===== src/rtl/irq_ctrl_pkg.sv =====
// Shared definitions for the vectored interrupt controller: FSM states and
// a lowest-set-bit helper used by the priority encoders.
package irq_ctrl_pkg;

   typedef enum logic [1:0] {
      IDLE = 2'd0,
      REQ  = 2'd1,
      ACK  = 2'd2
   } state_t;

   localparam int unsigned MAX_IRQ = 16;

   // Scans from the top down so the last hit is the lowest index.
   function automatic logic [3:0] lowestSetIdx(input logic [MAX_IRQ-1:0] vec);
      lowestSetIdx = '0;
      for (int unsigned i = MAX_IRQ; i > 0; i--) begin
         if (vec[i-1]) lowestSetIdx = 4'(i - 1);
      end
   endfunction

endpackage


===== src/rtl/irq_prio_enc.sv =====
// Fixed-priority encoder: index of the lowest set bit, with a valid flag.
module irq_prio_enc
   import irq_ctrl_pkg::*;
#(
   parameter int unsigned N = 4,
   localparam int unsigned IW = (N > 1) ? $clog2(N) : 1
) (
   input  logic [N-1:0]  vec,
   output logic          valid,
   output logic [IW-1:0] index
);

   logic [MAX_IRQ-1:0] padded;
   logic [3:0]         idx;

   always_comb begin
      padded        = '0;
      padded[N-1:0] = vec;
   end

   assign idx   = lowestSetIdx(padded);
   assign valid = |vec;
   assign index = idx[IW-1:0];

endmodule


===== src/rtl/irq_ctrl.sv =====
// Vectored, nestable interrupt controller with per-channel edge/level mode,
// software mask and fixed lowest-index-first priority.
module irq_ctrl
   import irq_ctrl_pkg::*;
#(
   parameter int unsigned               NUM_IRQ     = 4,
   parameter int unsigned               VECT_WIDTH  = 16,
   parameter logic [VECT_WIDTH-1:0]     VECT_BASE   = VECT_WIDTH'(16'h0008),
   parameter int unsigned               VECT_STRIDE = 4,
   parameter logic [NUM_IRQ-1:0]        EDGE_MASK   = '1,
   parameter logic [NUM_IRQ-1:0]        MASK_RESET  = '0,
   localparam int unsigned              IDW = (NUM_IRQ > 1) ? $clog2(NUM_IRQ) : 1
) (
   input  logic                  clk,
   input  logic                  reset,
   input  logic [NUM_IRQ-1:0]    irq_in,
   input  logic                  global_en,
   input  logic                  mask_wr_en,
   input  logic [NUM_IRQ-1:0]    mask_wr_data,
   output logic [NUM_IRQ-1:0]    mask_out,
   output logic [NUM_IRQ-1:0]    pending_out,
   output logic [NUM_IRQ-1:0]    active_out,
   output logic                  irq_req,
   output logic [VECT_WIDTH-1:0] irq_vector,
   output logic [IDW-1:0]        irq_id,
   input  logic                  irq_ack,
   output logic [NUM_IRQ-1:0]    irq_clr,
   input  logic                  irq_reti
);

   state_t                 state;
   logic [NUM_IRQ-1:0]     prevIn;
   logic [NUM_IRQ-1:0]     pending;
   logic [NUM_IRQ-1:0]     active;
   logic [NUM_IRQ-1:0]     mask;
   logic [NUM_IRQ-1:0]     irqEvent;
   logic [NUM_IRQ-1:0]     eligible;
   logic [NUM_IRQ-1:0]     idOneHot;
   logic [NUM_IRQ-1:0]     retiClr;
   logic [NUM_IRQ-1:0]     ackSet;
   logic                   candValid;
   logic [IDW-1:0]         candIdx;
   logic                   actValid;
   logic [IDW-1:0]         actIdx;
   logic                   allowed;
   logic [VECT_WIDTH-1:0]  candVector;

   irq_prio_enc #(.N(NUM_IRQ)) eligEnc (
      .vec   (eligible),
      .valid (candValid),
      .index (candIdx)
   );

   irq_prio_enc #(.N(NUM_IRQ)) actEnc (
      .vec   (active),
      .valid (actValid),
      .index (actIdx)
   );

   assign irqEvent   = (irq_in & ~prevIn & EDGE_MASK) | (irq_in & ~EDGE_MASK);
   assign eligible   = pending & mask;
   assign allowed    = candValid && (!actValid || (candIdx < actIdx));
   assign candVector = VECT_BASE + VECT_WIDTH'(candIdx) * VECT_WIDTH'(VECT_STRIDE);
   assign idOneHot   = NUM_IRQ'(1) << irq_id;
   assign retiClr    = (irq_reti && actValid) ? (NUM_IRQ'(1) << actIdx) : '0;
   assign ackSet     = (state == ACK) ? idOneHot : '0;

   // Retire the innermost handler before marking the newly granted one, so a
   // reti coinciding with ACK never clears the channel being granted.
   always_ff @(posedge clk or posedge reset) begin
      if (reset) begin
         prevIn  <= '0;
         pending <= '0;
         active  <= '0;
         mask    <= MASK_RESET;
      end else begin
         prevIn  <= irq_in;
         pending <= (pending & ~ackSet) | irqEvent;
         active  <= (active & ~retiClr) | ackSet;
         if (mask_wr_en) mask <= mask_wr_data;
      end
   end

   always_ff @(posedge clk or posedge reset) begin
      if (reset) begin
         state      <= IDLE;
         irq_req    <= 1'b0;
         irq_id     <= '0;
         irq_vector <= VECT_BASE;
         irq_clr    <= '0;
      end else begin
         irq_clr <= '0;
         case (state)
            IDLE: begin
               if (global_en && allowed) begin
                  state      <= REQ;
                  irq_req    <= 1'b1;
                  irq_id     <= candIdx;
                  irq_vector <= candVector;
               end
            end
            REQ: begin
               if (irq_ack) begin
                  state   <= ACK;
                  irq_req <= 1'b0;
                  irq_clr <= idOneHot;
               end else if (!global_en) begin
                  state   <= IDLE;
                  irq_req <= 1'b0;
               end
            end
            ACK: begin
               state <= IDLE;
            end
            default: begin
               state   <= IDLE;
               irq_req <= 1'b0;
            end
         endcase
      end
   end

   assign mask_out    = mask;
   assign pending_out = pending;
   assign active_out  = active;

endmodule

===== config.mk =====
export PLATFORM = sky130hd
export DESIGN_NAME = irq_ctrl
export DESIGN_NICKNAME = d
export VERILOG_FILES = /design/src/rtl/irq_ctrl_pkg.sv /design/src/rtl/irq_prio_enc.sv /design/src/rtl/irq_ctrl.sv
export SDC_FILE = /design/constraint.sdc
export NUM_CORES = 1
export LEC_CHECK = 0
export ABC_AREA = 1
export ABC_CLOCK_PERIOD_IN_PS = 1940
export CAP_MARGIN = 40
export CELL_PAD_IN_SITES_DETAIL_PLACEMENT = 1
export CELL_PAD_IN_SITES_GLOBAL_PLACEMENT = 2
export CORE_ASPECT_RATIO = 1.25
export CORE_MARGIN = 2
export CORE_UTILIZATION = 24
export DETAILED_ROUTE_END_ITERATION = 8
export GPL_TIMING_DRIVEN = 1
export PLACE_DENSITY_LB_ADDON = 0.1
export RECOVER_POWER = 50
export SLEW_MARGIN = 20
export SYNTH_ARGS = -nofsm -noshare
export SYNTH_HDL_FRONTEND = slang
export SYNTH_SLANG_ARGS = --single-unit
export TNS_END_PERCENT = 50

===== constraint.sdc =====
create_clock -name clk -period 1.94 [get_ports clk]
set_input_delay 0.485 -clock clk [delete_from_list [all_inputs] [get_ports clk]]
set_output_delay 0.485 -clock clk [all_outputs]
set_load 0.05 [all_outputs]

==> results.yml <==
route:
  via_per_inst: 4.03
  drtIter0Drc: 17
  drtPass1Iterations: 3
  dr_total_vias: 919
  drc: 0
  ant_nets: 0
  wl_mm: 2.79
  wl_per_cell_um: 12.2
synth:
  ys.flop_type: "dfrtp_1"
  syn_avg_cell_area_um2: 9.15
  syn_inst: 131
  synth_warnings: 0
  synth-edff-count: 0
  synth_area_um2: 1200
  ys_seq_area_share_pct: 54.4
  yosysUniqueCellTypes: 18
  synth-async-reset-ratio_pct: 100
  ys_seq_elements: 26
worst_setup_path:
  critPathMaxFanout: 5
  end_kind: "register"
  crit_type: "reg -> reg"
  start_kind: "register"
  path_cells: "nand2_1 > nand2_1 > nor2_1 > ha_1 > nand2_1 > nand2_2 > nand2_4 > nand2_4 > nand2_1 > nand2_1"
  timing.rr.start: "mask_out[1]$_DFFE_PP0P_"
  regToRegSetupSlack_ps: 300
  reg2reg_depth: 10
  cp-startpoint: "mask_out[1]$_DFFE_PP0P_"
  worst_ep_required_time_ps: 2110
  path_common_cell: "nand2_1"
  crit_slowest_cell: "dfrtp_1"
  critPathMaxStageDelay_ps: 410
  arrival_ps: 1800
  r2r-end: "irq_id[0]$_DFFE_PP0P_"
timing:
  hold_viol: 0
  min_period_ps: 1640
  drv_slew: 0
  finalClockSkew_ps: 3.37
  period_share_pct: 84.3
  setup_viol: 0
  fmax_mhz: 611
  holdWs_ps: 430
  relSlewSlack_pct: 55.6
  tightest_slew_ps: 666
  grt_setup_unrepaired: "no"
  layout_setup_ws_ps: 304
  finalSetupTns_ps: 0
clocking:
  post_cts_buffers: 0
  cts.path.max_buffers: 2
  cts.clk_slew.worst_paths_ps: 90
  cts_resized: 0
  htree_levels: 1
  cts_buffers: 3
  ctsHoldBuffers: 0
  cts_root_buf: "clkbuf_8"
  insertion_delay_ps: 270
  clock-sinks: 26
  cts_tree: "done"
pwr:
  ir_drop_uv: 303
  leakage_uw: 0.000822
  p_sw_share_pct: 48.6
  switching_power_uw: 1040
  p_int_uw: 1100
  p_per_area_nw_per_um2: 1370
  power_uw: 2130
  pwr-share-clk_pct: 14.8
  seqPwrFrac_pct: 36.6
  p_comb_share_pct: 48.7
run_status:
  status: "complete, no violations"
global_route:
  antenna_found_initial: 0
  grt_pass1_vias: 988
  grt_pass1_wl_mm: 4.51
  grt-ovfl-total: 0
  track_usage_pct: 10.7
  grt_max_degree: 27
min_path:
  holdPathStages: 1
  min_from: "prevIn[2]$_DFF_PP0_"
  hold_end: "pending_out[2]$_DFF_PP0_"
  hold_class: "reg -> reg"
floorplan:
  coreArea_um2: 4760
  ios: 49
  rows: 28
  die_x_um: 67.2
  die_h_um: 83.0
  dieArea_um2: 5580
  start_util_pct: 25.2
layout:
  area_growth_pct: 29.4
  n_antenna_cell: 0
  layout_common_cells: "nand2_1 (32), dfrtp_1 (25), buf_4 (22)"
  drive_gt1_share_pct: 22.0
  fillers: 588
  final_common_cell: "nand2_1"
  finalNetCount: 184
place:
  portBuffers: 35
  pre_cts_slack_ps: 266
  place_congestion: 0.675
  dp_hpwl_mm: 2.24
job:
  cap_violations: 0
## kinds of logic (layout without fill, tap and decap cells)
kind of cell / count (synthesis) / count (layout) / synth area share [%]
AO/OA/AOI/OAI: 11 / 11 / 5.53
buffers and inverters: 34 / 59 / 15.3
adder cells (fa/ha/maj): 1 / 1 / 1.04
other: 1 / 13 / 0.313
multiplexers: 4 / 4 / 3.76
AND/OR/NAND/NOR: 54 / 54 / 19.6
flip-flops: 26 / 26 / 54.4
## sequential cells by signal (all words and copies together), names as in the netlist
signal / cells
irq_id: 2
prevIn: 4
irq_req: 1
irq_vector: 1
irq_clr: 4
state: 2
active_out: 4
mask_out: 4
pending_out: 4
## synth_stat cells (all sizes together) (4+ instances only)
cell   number  share of area (%)
mux2        4                3.8
buf        15                9.4
o21ai       9                3.8
nor2        7                2.2
nor3        4                1.7
inv        19                5.9
nand2      35                 12
dfrtp      25                 52
nand3       8                3.3
## layout make-up
cell class / instances / area (um2) / share of cell area, %
clock buffers: 4 / 45.0 / 2.90
inverters: 19 / 71.3 / 4.60
flip-flops and latches: 26 / 652 / 42.0
well taps: 60 / 75.1 / 4.84
repair buffers: 36 / 300 / 19.4
multi-input cells: 83 / 408 / 26.3
## critical path: cells and delay by family, from the launching register on
family                   cells  cell delay (ps)
adder cells (fa/ha/maj)      1              270
flip-flops                   1              410
AND/OR/NAND/NOR              9              840
## power by group through the flow
stage | Combinational (uW) | Sequential, uW | Clock, uW
after CTS | 1060 | 787 | 335
final | 1040 | 779 | 315
after detailed placement | 1060 | 797 | 0
after global placement | 1050 | 790 | 0
after global routing | 1120 | 797 | 355
after floorplan | 482 | 1090 | 0
## worst max-delay path by stage
stage	to	slack (ps)	depth (start not counted)
finish	irq_id[0]$_DFFE_PP0P_	300	10
global placement	irq_id[0]$_DFFE_PP0P_	270	6
CTS	irq_id[1]$_DFFE_PP0P_	260	10
global route	irq_id[1]$_DFFE_PP0P_	120	10
detailed placement	irq_id[1]$_DFFE_PP0P_	270	6
floorplan	irq_id[0]$_DFFE_PP0P_	190	11
## layer usage
metal	up-vias	global-route usage (%)	routed length, um
met5	-	0	0
met4	0	3.90	44
met3	5	2.03	134
met2	25	19.5	1570
met1	440	11.9	1040
li1	449	-	-
## stage by stage
step | cells | utilization (%) | area, um2
6_report | 228 | 32.6 | 1550
4_1_cts | 228 | 32.6 | 1550
5_1_grt | 228 | 32.6 | 1550
3_5_place_dp | 224 | 31.7 | 1510
3_3_place_gp | 224 | 31.7 | 1510
2_1_floorplan | 143 | - | 1240
No activity file was read; power rests on OpenSTA's default activity.
==> patch 1, RTL diff (same flow settings) <==
Put one more register stage on the output `irq_id`. The value now appears one clock later. The other outputs are not delayed to match.
--- a/src/rtl/irq_ctrl.sv
+++ b/src/rtl/irq_ctrl.sv
@@ -29,2 +29,4 @@
 );
+
+   logic [IDW-1:0] irq_id_s0;
 
@@ -63,3 +65,3 @@
    assign candVector = VECT_BASE + VECT_WIDTH'(candIdx) * VECT_WIDTH'(VECT_STRIDE);
-   assign idOneHot   = NUM_IRQ'(1) << irq_id;
+   assign idOneHot   = NUM_IRQ'(1) << irq_id_s0;
    assign retiClr    = (irq_reti && actValid) ? (NUM_IRQ'(1) << actIdx) : '0;
@@ -87,3 +89,3 @@
          irq_req    <= 1'b0;
-         irq_id     <= '0;
+         irq_id_s0  <= '0;
          irq_vector <= VECT_BASE;
@@ -97,3 +99,3 @@
                   irq_req    <= 1'b1;
-                  irq_id     <= candIdx;
+                  irq_id_s0  <= candIdx;
                   irq_vector <= candVector;
@@ -126,2 +128,6 @@
 
+   always_ff @(posedge clk) begin
+      irq_id <= irq_id_s0;
+   end
+
 endmodule
Formal check against the unedited RTL: not equivalent (Yosys sat finds a counterexample within 4 cycles, from zero or initial values and one cycle with reset high).
==> patch 1 against the original RTL <==
Cell area grew 4.7%. Synthesized cell count stayed put. Setup slack got worse by 0.22 ns. Sequential cell count increased by 2. Cell count increased by 1.8%. Clock skew decreased by 0.0022 ns. Total power increased by 5.8%. Global-route usage rose by 0.11 points. Synthesized area rose by 2.1%. Routed wire length unchanged. Sequential power grew 8.1%. Maximum frequency is 12% lower. Critical endpoint is now irq_id[1].
==> patch 1: results (changes against the original RTL) <==
- Crit Reg-Reg Endpoint: irq_id_s0[0]
- Worst-path clk slew: 0.09 ns (about the same)
- Global placement routability congestion: 0.732 (+8.4%)
- Vias per cell: 3.94 (-2.4%)
- Overall Global Routing Usage: 0.108 (+0.00114)
- Worst Min Path Start: prevIn[2]
- Seq/Total Area, Yosys: 0.565 (+0.0216)
- Area contributors post-synth: dfrtp_1 (51%), nand2_1 (9.8%), buf_4 (8.0%), inv_1 (5.5%), mux2_2 (3.7%)
- Async SR Flop Fraction: 0.929 (-0.0714)
- First-pass GRT wire length: 4.68 mm (+3.7%)
- Critical-path maximum fanout: 1 (-4)
- Critical Path AT: 1.37 ns (-0.43 ns)
- Hold WS: 0.426 ns (-0.00454 ns)
- Worst hold path type: reg2reg
- CTS buffer count: 3 (unchanged)
- Wire per inst: 12.0 µm (-1.7%)
- Outcome: finished clean
- Number of diodes: 0 (unchanged)
- Place WS: 0.245 ns (-0.0210 ns)
- Slew @ Worst Pin: 0.666 ns (-0.000174 ns)
- H-tree depth: 1 (unchanged)
- Library cells used by synthesis: 19 (+1)
- Fin Clk Skew: 0.00115 ns (-0.00223 ns)
- Worst skew pair latency: 0.27 ns (about the same)
- Vias in the first global route: 1011 (+2.3%)
- Critical-path top delay cell: clkdlybuf4s50_1
- Dpl hpwl: 2.24 mm (+0.17%)
- Initial DRC count: 31 (+14)
- Initial antenna violation count: 0 (unchanged)
- Post-synth top cells: nand2_1 (32), dfrtp_1 (25), inv_1 (18), buf_4 (13)
- Met3 Usage GRT: 0.0202 (-0.0000823)
- Met1 usage: 0.124 (+0.00516)
- FF-to-FF setup slack: 0.33 ns (+0.03 ns)
- DRT Pass-1 Iters: 3 (unchanged)
- Largest net degree at the start of global routing: 27 (unchanged)
- Fraction of layout cells with a size suffix above 1: 0.212 (-0.00847)
- Critical Path Max Stage Delay: 0.79 ns (+0.38 ns)
- Hold path depth: 1 (unchanged)
- Yosys warning count: 0 (unchanged)
- Root Driver: clkbuf_8
- # port buffers: 35 (unchanged)
- CTS Buffer Depth: 2 (unchanged)
- Setup Buffers After CTS: 0 (unchanged)
- Max VDD drop: 0.000318 V (+4.7%)
- Pleak: 0.859 nW (+4.6%)
- Worst R2R Start: mask_out[1]
- Routing usage on met2: 0.192 (-0.00370)
- Fin nets: 186 (+1.1%)
- Hold Path End: pending_out[2]
- Row count: 29 (+3.6%)
- Worst reg-to-reg path cell count: 10 (unchanged)
- CP top delay family: buffers and inverters
patch 1: cell types whose count changed in the layout (fill, tap and decap cells not counted):
| cell | before | now |
|---|---|---|
| clkbuf_1 | 1 | 0 |
| dfxtp_1 | 0 | 2 |
| buf_12 | 0 | 1 |
| buf_4 | 22 | 19 |
| clkbuf_8 | 3 | 4 |
| dlymetal6s2s_1 | 0 | 1 |
| clkdlybuf4s50_1 | 6 | 7 |
patch 1: worst max-delay path by stage:
stage	from	endpoint	slack [ns]	depth (start not counted)
floorplan	pending_out[3]	irq_id_s0[0]	0.19	11
global placement	global_en	irq_id_s0[0]	0.27	6
detailed placement	global_en	irq_id_s0[0]	0.25	6
CTS	irq_id[0]	irq_id[0]	0.05	1
global route	irq_id[1]	irq_id[1]	0.04	1
finish	irq_id[1]	irq_id[1]	0.08	1
patch 1: area by class of cell:
class	count	area, µm²
Tap cell	62	77.6
Clock buffer	4	55.1
Multi-Input combinational cell	83	408
Timing Repair Buffer	36	320
Inverter	19	71.3
Sequential cell	28	692
Fill cell	605	3380
patch 1: metrics by stage:
stage               cells  instance area (µm²)
floorplan             143                 1270
global placement      228                 1570
detailed placement    228                 1570
CTS                   232                 1620
global route          232                 1620
finish                232                 1620
patch 1: worst reg2reg max path, cell delays in order (launching register included):
cell and delay [ns]:
dfrtp_1 0.42, nand2_1 0.15, nand2_1 0.08, nor2_1 0.20, ha_1 0.26, nand2_1 0.08, nand2_2 0.06, nand2_4 0.08
nand2_4 0.06, nand2_1 0.07, nand2_1 0.05
patch 1: metal layers:
layer  wire (µm)  up-vias
li1            -      455
met1        1060      435
met2        1560       21
met3         133        2
met4          31        0
met5           0        -
patch 1: cell families after synthesis:
group                    Yosys count  synth area share
multiplexers                       4            0.0368
AND/OR/NAND/NOR                   54             0.192
buffers and inverters             32             0.138
other                              1           0.00306
AO/OA/AOI/OAI                     11            0.0542
adder cells (fa/ha/maj)            1            0.0102
flip-flops                        28             0.565
patch 1: timing repair:
action,CTS,global route
endpoints found under the setup margin,0,1
hold buffers,0,0
resized for setup,0,1
patch 1: report_power, final:
part | total [W] | leakage (nW) | internal, W | switching [W]
Sequential | 0.000842 | 0.331 | 0.000718 | 0.000125
Combinational | 0.00105 | 0.500 | 0.000317 | 0.000737
Clock | 0.000358 | 0.0288 | 0.000181 | 0.000177
Total | 0.00225 | 0.859 | 0.00122 | 0.00104
==> patch 2, RTL diff (same settings) <==
Without the edit above. `VECT_WIDTH`: 16 -> 20.
--- a/src/rtl/irq_ctrl.sv
+++ b/src/rtl/irq_ctrl.sv
@@ -6,3 +6,3 @@
    parameter int unsigned               NUM_IRQ     = 4,
-   parameter int unsigned               VECT_WIDTH  = 16,
+   parameter int unsigned               VECT_WIDTH  = 20,
    parameter logic [VECT_WIDTH-1:0]     VECT_BASE   = VECT_WIDTH'(16'h0008),
Ports: changed (resized irq_vector); port bits go from 49 to 53. The function was not compared with the original's and may differ.
==> patch 2 against the original RTL <==
Cell count increased by 2.6%. Setup slack improved by 0.0094 ns. Sequential cell count unchanged. Synthesized area increased by 2.5%. Cell area increased by 2.8%. Routed wire length decreased by 3.3%. Total power increased by 6.8%. Hold slack got worse by 0.0058 ns.
==> patch 2: results (changes against the original RTL) <==
- Top sig layer: met4
- Post-synth top cells: nand2_1 (32), dfrtp_1 (25), buf_4 (19), inv_1 (18)
- Syn Inst Count: 135 (+3.1%)
- Max VDD drop: 0.000338 V (+12%)
- Async SR Flop Fraction: 1.00 (unchanged)
- DRT Pass-1 Iters: 4 (+1)
- Dpl hpwl: 2.21 mm (-1.1%)
- Placement Cell Area: 1530 µm² (+1.2%)
- Relative slew margins: 0.563 (+0.00769)
- CTS Buffer Depth: 2 (unchanged)
- CP top delay family: simple AND/OR/NAND/NOR gates
- Global placement routability congestion: 0.715 (+5.8%)
- Worst skew pair latency: 0.27 ns (about the same)
- Wl on met1: 1.05 mm (+0.77%)
- Final WL: 2.70 mm (-3.3%)
- Pleak: 0.848 nW (+3.2%)
- Critical Path Max Stage Delay: 0.42 ns
- Post-CTS Resized: 0 (unchanged)
- Place WS: 0.245 ns (-0.0208 ns)
- Initial DRC count: 22 (+5)
- Overall Global Routing Usage: 0.103 (-0.00429)
- Fraction of layout cells with a size suffix above 1: 0.221 (+0.000692)
- Worst-path clk slew: 0.09 ns (about the same)
- Critical Path AT: 1.80 ns (about the same)
- Routing usage on met2: 0.179 (-0.0161)
- Critical-path maximum fanout: 5 (unchanged)
- Cell internal pwr: 0.00122 W (+12%)
- Routed wire length on met3: 127 µm (-5.2%)
- Met1 usage: 0.121 (+0.00250)
- Post-synth top flop: dfrtp_1
- Fin nets: 188 (+2.2%)
- Area contributors post-synth: dfrtp_1 (51%), buf_4 (12%), nand2_1 (9.8%), inv_1 (5.5%), mux2_2 (3.7%)
- Vias per cell: 3.88 (-3.7%)
- Most used cell along the critical path: nand2_1
- CTS buffer count: 3 (unchanged)
- Met3 Usage GRT: 0.0229 (+0.00262)
- DP Cell Count: 230 (+2.7%)
- Vias in the first global route: 920 (-6.9%)
- DR vias: 908 (-1.2%)
- Library cells used by synthesis: 18 (unchanged)
- WL met2: 1.51 mm (-4.1%)
- Number of synthesized flops with an enable pin: 0 (unchanged)
- H-tree depth: 1 (unchanged)
- Fin Clk Skew: 0.00633 ns (+0.00296 ns)
- Fill count: 610 (+3.7%)
- First-pass GRT wire length: 4.42 mm (-2.1%)
- Seq/Total Area, Yosys: 0.531 (-0.0133)
- Outcome: finished clean
- Setup Buffers After CTS: 0 (unchanged)
## patch 2: cell count changes after synthesis, sizes merged
cell,change
buf,+4
## patch 2: final timing paths
| kind | startpoint | end | slack [ns] | cells after the start |
|---|---|---|---|---|
| max | mask_out[0] | irq_id[1] | 0.31 | 10 |
| max in group asynchronous | reset | state[1] | 0.71 | 3 |
| min reg2reg | prevIn[1] | pending_out[1] | 0.42 | 1 |
| min | prevIn[1] | pending_out[1] | 0.42 | 1 |
| max reg2reg | mask_out[0] | irq_id[1] | 0.31 | 10 |
| min in group asynchronous | reset | mask_out[3] | 0.81 | 3 |
## patch 2: power by group through the flow
stage	logic [W]	clock network, W	registers, W
final	0.00105	0.000450	0.000775
after global routing	0.00114	0.000494	0.000798
after CTS	0.00107	0.000469	0.000784
after detailed placement	0.00107	0	0.000793
after global placement	0.00107	0	0.000791
after floorplan	0.000505	0	0.00109
## patch 2: kinds of logic (layout without fill, tap and decap cells)
family / Yosys count / count (layout) / share of synthesized area
other cells: 1 / 17 / 0.00305
compound gates: 11 / 11 / 0.0540
buf+inv: 38 / 59 / 0.174
mux: 4 / 4 / 0.0367
flops: 26 / 26 / 0.531
simple gates: 54 / 54 / 0.191
fa+ha+maj: 1 / 1 / 0.0102
## patch 2: layout make-up
| class | count | area share |
|---|---|---|
| clock inverter | 1 | 0.0188 |
| inverter | 19 | 0.0447 |
| sequential | 26 | 0.409 |
| multi-input combinational | 87 | 0.265 |
| tap | 62 | 0.0486 |
| timing repair buffer | 36 | 0.188 |
| clock buffer | 3 | 0.0259 |
## patch 2: per-stage QoR
stage	util	hold WS, ns
after floorplan	-	0.400
after global placement	0.305	0.409
after detailed placement	0.305	0.413
after CTS	0.319	0.427
after global routing	0.319	0.441
final	0.319	0.425
